**src/rtl/conv3x3_mac_stage.sv**
```systemverilog
// 3x3 convolution MAC stage: nine-product multiply, adder-tree, registered output with
// raster position flags. Define CONV_ROUND_SAT_EN for round-half-up and saturation.
module conv3x3_mac_stage #(
  parameter int unsigned DATA_W   = 16,
  parameter int unsigned ROW_OUT  = 62,
  parameter int unsigned ROWS_OUT = 62,
  parameter int unsigned SHIFT    = 0
) (
  input  logic                  clk,
  input  logic                  rst_n,
  input  logic [2:0]            in_valid,
  output logic [2:0]            in_ready,
  input  logic [3*DATA_W-1:0]   row0_data,
  input  logic [3*DATA_W-1:0]   row1_data,
  input  logic [3*DATA_W-1:0]   row2_data,
  input  logic                  wt_wr_en,
  input  logic [3:0]            wt_addr,
  input  logic [DATA_W-1:0]     wt_data,
  output logic                  out_valid,
  input  logic                  out_ready,
  output logic [DATA_W-1:0]     out_data,
  output logic                  out_last_col,
  output logic                  out_last_frame
);

  localparam int unsigned TAPS   = 9;
  localparam int unsigned PROD_W = 2 * DATA_W;
  localparam int unsigned SUM_W  = 2 * DATA_W + 4;
  localparam int unsigned COL_W  = (ROW_OUT > 1) ? $clog2(ROW_OUT) : 1;
  localparam int unsigned ROW_W  = (ROWS_OUT > 1) ? $clog2(ROWS_OUT) : 1;
  localparam logic [COL_W-1:0] COL_LAST = COL_W'(ROW_OUT - 1);
  localparam logic [ROW_W-1:0] ROW_LAST = ROW_W'(ROWS_OUT - 1);

`ifdef CONV_ROUND_SAT_EN
  localparam int unsigned STG_W    = SUM_W;
  localparam int unsigned SHIFT_M1 = (SHIFT > 0) ? SHIFT - 1 : 0;
  localparam logic signed [SUM_W-1:0] RND =
    (SHIFT > 0) ? (SUM_W'(1) << SHIFT_M1) : SUM_W'(0);
  localparam logic signed [SUM_W-1:0] SAT_MAX = SUM_W'({1'b0, {(DATA_W-1){1'b1}}});
  localparam logic signed [SUM_W-1:0] SAT_MIN =
    {{(SUM_W-DATA_W+1){1'b1}}, {(DATA_W-1){1'b0}}};
`else
  localparam int unsigned STG_W = DATA_W;
`endif

  logic signed [DATA_W-1:0] weight [TAPS];
  logic signed [DATA_W-1:0] pix    [TAPS];
  logic signed [PROD_W-1:0] prod   [TAPS];
  logic signed [SUM_W-1:0]  sum;
  logic signed [SUM_W-1:0]  sum_rs;
  logic signed [STG_W-1:0]  sum_q;
  logic [DATA_W-1:0]        result;
  logic                     v1;
  logic                     v2;
  logic                     adv_out;
  logic                     adv1;
  logic                     accept;
  logic                     fire;
  logic [COL_W-1:0]         col;
  logic [ROW_W-1:0]         row;
  logic [COL_W-1:0]         col_nxt;
  logic [ROW_W-1:0]         row_nxt;

  // Backpressure chain: a stage advances when its successor is empty or advancing.
  assign adv_out  = !out_valid || out_ready;
  assign adv1     = !v2 || adv_out;
  assign accept   = !v1 || adv1;
  assign fire     = rst_n & (&in_valid) & accept;
  assign in_ready = {3{fire}};

  // Window unpack: tap index = row*3 + col.
  always_comb begin
    for (int c = 0; c < 3; c++) begin
      pix[c]     = row0_data[c*DATA_W +: DATA_W];
      pix[3 + c] = row1_data[c*DATA_W +: DATA_W];
      pix[6 + c] = row2_data[c*DATA_W +: DATA_W];
    end
  end

  // Weight file; a write in a fire cycle only affects later fires.
  always_ff @(posedge clk or negedge rst_n) begin
    if (!rst_n) begin
      for (int i = 0; i < TAPS; i++) weight[i] <= '0;
    end else if (wt_wr_en && (wt_addr <= 4'd8)) begin
      weight[wt_addr] <= wt_data;
    end
  end

  always_ff @(posedge clk or negedge rst_n) begin
    if (!rst_n) begin
      v1 <= 1'b0;
      for (int i = 0; i < TAPS; i++) prod[i] <= '0;
    end else if (accept) begin
      v1 <= fire;
      if (fire) begin
        for (int i = 0; i < TAPS; i++) prod[i] <= PROD_W'(pix[i]) * PROD_W'(weight[i]);
      end
    end
  end

  always_comb begin
    sum = '0;
    for (int i = 0; i < TAPS; i++) sum = sum + SUM_W'(prod[i]);
`ifdef CONV_ROUND_SAT_EN
    sum_rs = (sum + RND) >>> SHIFT;
`else
    sum_rs = sum >>> SHIFT;
`endif
  end

  always_ff @(posedge clk or negedge rst_n) begin
    if (!rst_n) begin
      v2    <= 1'b0;
      sum_q <= '0;
    end else if (adv1) begin
      v2 <= v1;
      if (v1) sum_q <= STG_W'(sum_rs);
    end
  end

  // Final narrowing: clamp to the signed output range, or plain wrap-around.
  always_comb begin
`ifdef CONV_ROUND_SAT_EN
    if (sum_q > SAT_MAX)      result = {1'b0, {(DATA_W-1){1'b1}}};
    else if (sum_q < SAT_MIN) result = {1'b1, {(DATA_W-1){1'b0}}};
    else                      result = sum_q[DATA_W-1:0];
`else
    result = sum_q;
`endif
  end

  always_ff @(posedge clk or negedge rst_n) begin
    if (!rst_n) begin
      out_valid <= 1'b0;
      out_data  <= '0;
    end else if (adv_out) begin
      out_valid <= v2;
      if (v2) out_data <= result;
    end
  end

  always_comb begin
    col_nxt = col + COL_W'(1);
    row_nxt = row;
    if (col == COL_LAST) begin
      col_nxt = '0;
      row_nxt = (row == ROW_LAST) ? '0 : row + ROW_W'(1);
    end
  end

  // Position of the result currently presented; flags are precomputed for the next one.
  always_ff @(posedge clk or negedge rst_n) begin
    if (!rst_n) begin
      col            <= '0;
      row            <= '0;
      out_last_col   <= 1'(ROW_OUT == 1);
      out_last_frame <= 1'((ROW_OUT == 1) && (ROWS_OUT == 1));
    end else if (out_valid && out_ready) begin
      col            <= col_nxt;
      row            <= row_nxt;
      out_last_col   <= (col_nxt == COL_LAST);
      out_last_frame <= (col_nxt == COL_LAST) && (row_nxt == ROW_LAST);
    end
  end

endmodule
```
**config.mk**
```make
export PLATFORM = sky130hd
export DESIGN_NAME = conv3x3_mac_stage
export DESIGN_NICKNAME = d
export VERILOG_FILES = /design/src/rtl/conv3x3_mac_stage.sv
export SDC_FILE = /design/constraint.sdc
export NUM_CORES = 2
export LEC_CHECK = 0
export CORE_MARGIN = 8
export CORE_UTILIZATION = 60
export CTS_CLUSTER_DIAMETER = 150
export DETAILED_ROUTE_END_ITERATION = 8
export PLACE_DENSITY = 0.79
export SETUP_SLACK_MARGIN = 0.15
export SLEW_MARGIN = 20
export SYNTH_ARGS = -nofsm -noshare
export SYNTH_HDL_FRONTEND = slang
export SYNTH_SLANG_ARGS = --single-unit
```
**constraint.sdc**
```tcl
create_clock -name clk -period 8.9 [get_ports clk]
set_input_delay 0.89 -clock clk [delete_from_list [all_inputs] [get_ports clk]]
set_output_delay 0.89 -clock clk [all_outputs]
set_load 0.05 [all_outputs]
```
==> reports/results.txt <==
Port Buffer Count - 192
Overall Global Routing Usage - 27.3%
R2R Setup Slk - 3.15 ns
DRC viols - 0
TNS Setup - 0 ns
RD Place Congestion - 0.948
Final Max Tran Viols - 0
CTS resizes - 0
synthesized net count - 7291
crit start category - input pin
Clk Latency, worst-skew pair - 0.58 ns
CP max-delay cell - clkdlybuf4s50_1
Reg clk slew, reported paths - 0.06 ns
count of different cell masters after synthesis - 52
Setup WS post-layout - 2.88 ns
mapped cell area - 0.0530 sq mm
Critical Path RT - 9.35 ns
fill cell total of the finished layout - 6970
ys async rst share - 100%
area of the die - 0.0981 sq mm
TritonRoute pass-1 iters - 6
DIE WIDTH - 313 um
CP Max Fanout - 11
CTS buffer count - 40
Starting Density - 60.3%
dominant register cell in the synthesized netlist - dfrtp_1
first-pass GRT wire length - 216 mm
CP peak stage delay - 0.66 ns
status - completed
area share of the largest cell type after synthesis - 30.7%
Sink Count - 337
RSZ-0062 raised after global routing - no
vias in the first global route - 41000
nets@finish - 7339
post-CTS setup buffer count - 0
I/O Pins - 193
Slew HR - 20.7%
DIE HEIGHT - 313 um
Setup CP Type - input pin to flop
Max-cap violations - 0
layout cells sized above 1 - 4.51%
Clock Path Buffers - 3
final wirelength - 131 mm
CP Buf/Inv Count - 7
crit-path cells - clkdlybuf4s50_1, and2_1, fa_1, inv_1, fa_1, inv_1, fa_1, inv_1, fa_1, inv_1, fa_1, inv_1, fa_1, inv_1, ha_1, a21o_1, nor2_1, nand3_1, a31oi_1, o21ai_0, xnor2_1, o21ai_1
CTS Hold Bufs - 0
Final Util - 64.9%
worst clock skew - 0.0271 ns
DP Wirelength - 104 mm
initial antenna violation count - 6
core area - 0.0880 sq mm
placed cell count - 6907
period utilization - 67.7%
Worst-Margin Slew - 1.19 ns
total grt overflow - 0
Post-Place Setup Slack - 2.32 ns
cells after synthesis - 5738
setup violators final - 0
most common cell in the synthesized netlist - inv_1
H-tree level count - 2
Avg Cell Area, Syn - 9.24 sq um
drt initial violations - 2755
Area Growth Syn to Fin - 7.69%
min Tclk post-route - 6.02 ns
crit path DAT - 6.47 ns
Hold Fails Final Rpt - 0
crit end category - flop
Routed wire per std cell - 18.7 um
most common library cells after synthesis - 1251 x inv_1, 869 x nand2_1, 812 x fa_1
CTS tree - yes
#FFs+latches synth - 337
Synth area leader - fa_1
Area contributors post-synth - fa_1 31%, dfrtp_1 16%, ha_1 13%, inv_1 8.9%, and2_1 6.8%
Max Fclk - 166 MHz
ANT nets after route - 0
site row count - 109
CP top delay family - adder cells
Root Buffer - clkbuf_16
largest net degree at the start of global routing - 110
DR vias/cell - 5.49
EDFF count, synth - 0
Yosys warning count - 0
sequential fraction of the synthesis area - 15.9%
non-filler cells, final - 6986
worst min path class - input pin to asynchronous set/reset pin
DR vias - 38400
routing by layer:
metal,GRT usage [%],wire length [um],vias up
met2,45.4,63300,1366
met4,10.1,4930,2
met1,36.1,53200,19400
met3,4.32,9230,297
met5,0,20,-
li1,-,-,17300
cells in the final DEF, fill, tap and decap left out, types with 26 or more instances in the layout:
cell,instances
mux2_2,157
nor2_1,28
nand3_1,35
nand2_1,869
dfrtp_1,337
inv_1,1251
fa_1,812
and2_1,574
a21o_1,44
o21ai_1,26
xnor2_1,287
xor2_1,91
o21ai_0,145
clkdlybuf4s50_1,190
clkbuf_16,40
a21oi_1,80
o21a_1,28
ha_1,570
worst reg2reg max path, cell delays in order (launching register included):
cell and delay [ns]:
dfrtp_1 0.74, nand2_1 0.18, fa_1 0.53, fa_1 0.58
fa_1 0.45, fa_1 0.54, inv_1 0.05, fa_1 0.49
inv_1 0.05, fa_1 0.50, inv_1 0.05, ha_1 0.32
a21o_1 0.19, nor2_1 0.10, nand3_1 0.09, a31oi_1 0.29
o21ai_0 0.17, xnor2_1 0.19, o21ai_1 0.08
cells by family (layout without fill, tap and decap cells):
| logic type | after synthesis | count (layout) | synth area share [%] |
|---|---|---|---|
| multiplexers | 163 | 163 | 3.46 |
| AND/OR/NAND/NOR | 1625 | 1625 | 15.1 |
| flip-flops | 337 | 337 | 15.9 |
| buffers and inverters | 1463 | 1538 | 10.5 |
| XOR/XNOR | 387 | 387 | 6.63 |
| adder cells (fa/ha/maj) | 1382 | 1382 | 44.1 |
| other | 0 | 8 | 0 |
| AO/OA/AOI/OAI | 381 | 381 | 4.28 |
path summary, 6_finish.rpt:
path / start / endpoint / cells after the start
max in group asynchronous: rst_n / prod[110]$_DFFE_PN0P_ / 3
min in group clk: out_last_col$_DFFE_PN0P_ / out_last_col$_DFFE_PN0P_ / 1
setup / recovery: row2_data[37] / prod[15]$_DFFE_PN0P_ / 22
setup reg to reg: weight[33]$_DFFE_PN0P_ / prod[79]$_DFFE_PN0P_ / 18
hold / removal: rst_n / col[2]$_DFFE_PN0P_ / 1
hold reg to reg: out_last_col$_DFFE_PN0P_ / out_last_col$_DFFE_PN0P_ / 1
sequential cells by signal, summed over array words and instances, names as in the netlist:
| signal | count |
|---|---|
| v2 | 1 |
| prod | 144 |
| v1 | 1 |
| result | 16 |
| weight | 144 |
| out_data | 16 |
| out_valid | 1 |
| out_last_col | 1 |
| out_last_frame | 1 |
| col | 6 |
| row | 6 |
stage by stage:
step | hold WS (ns) | area (sq um)
after detailed placement | 0.470 | 55700
after CTS | 0.295 | 57000
after floorplan | 0.445 | 53000
final | 0.248 | 57100
after global routing | 0.319 | 57100
after global placement | 0.461 | 55700
final cells by class:
cell class	count	area (sq um)	share of cell area, %
Antenna cell	8	20.0	0.0351
Tap cell	1165	1460	2.55
Sequential cell	337	8430	14.8
Clock inverter	16	164	0.287
Clock buffer	53	1140	2.00
Inverter	1252	4700	8.23
Timing Repair Buffer	217	2140	3.75
Multi-Input combinational cell	3938	39000	68.4
Power is left out: the tool's default activity adds up to more than one toggle a clock period on the data nets, which glitch-free logic cannot reach.
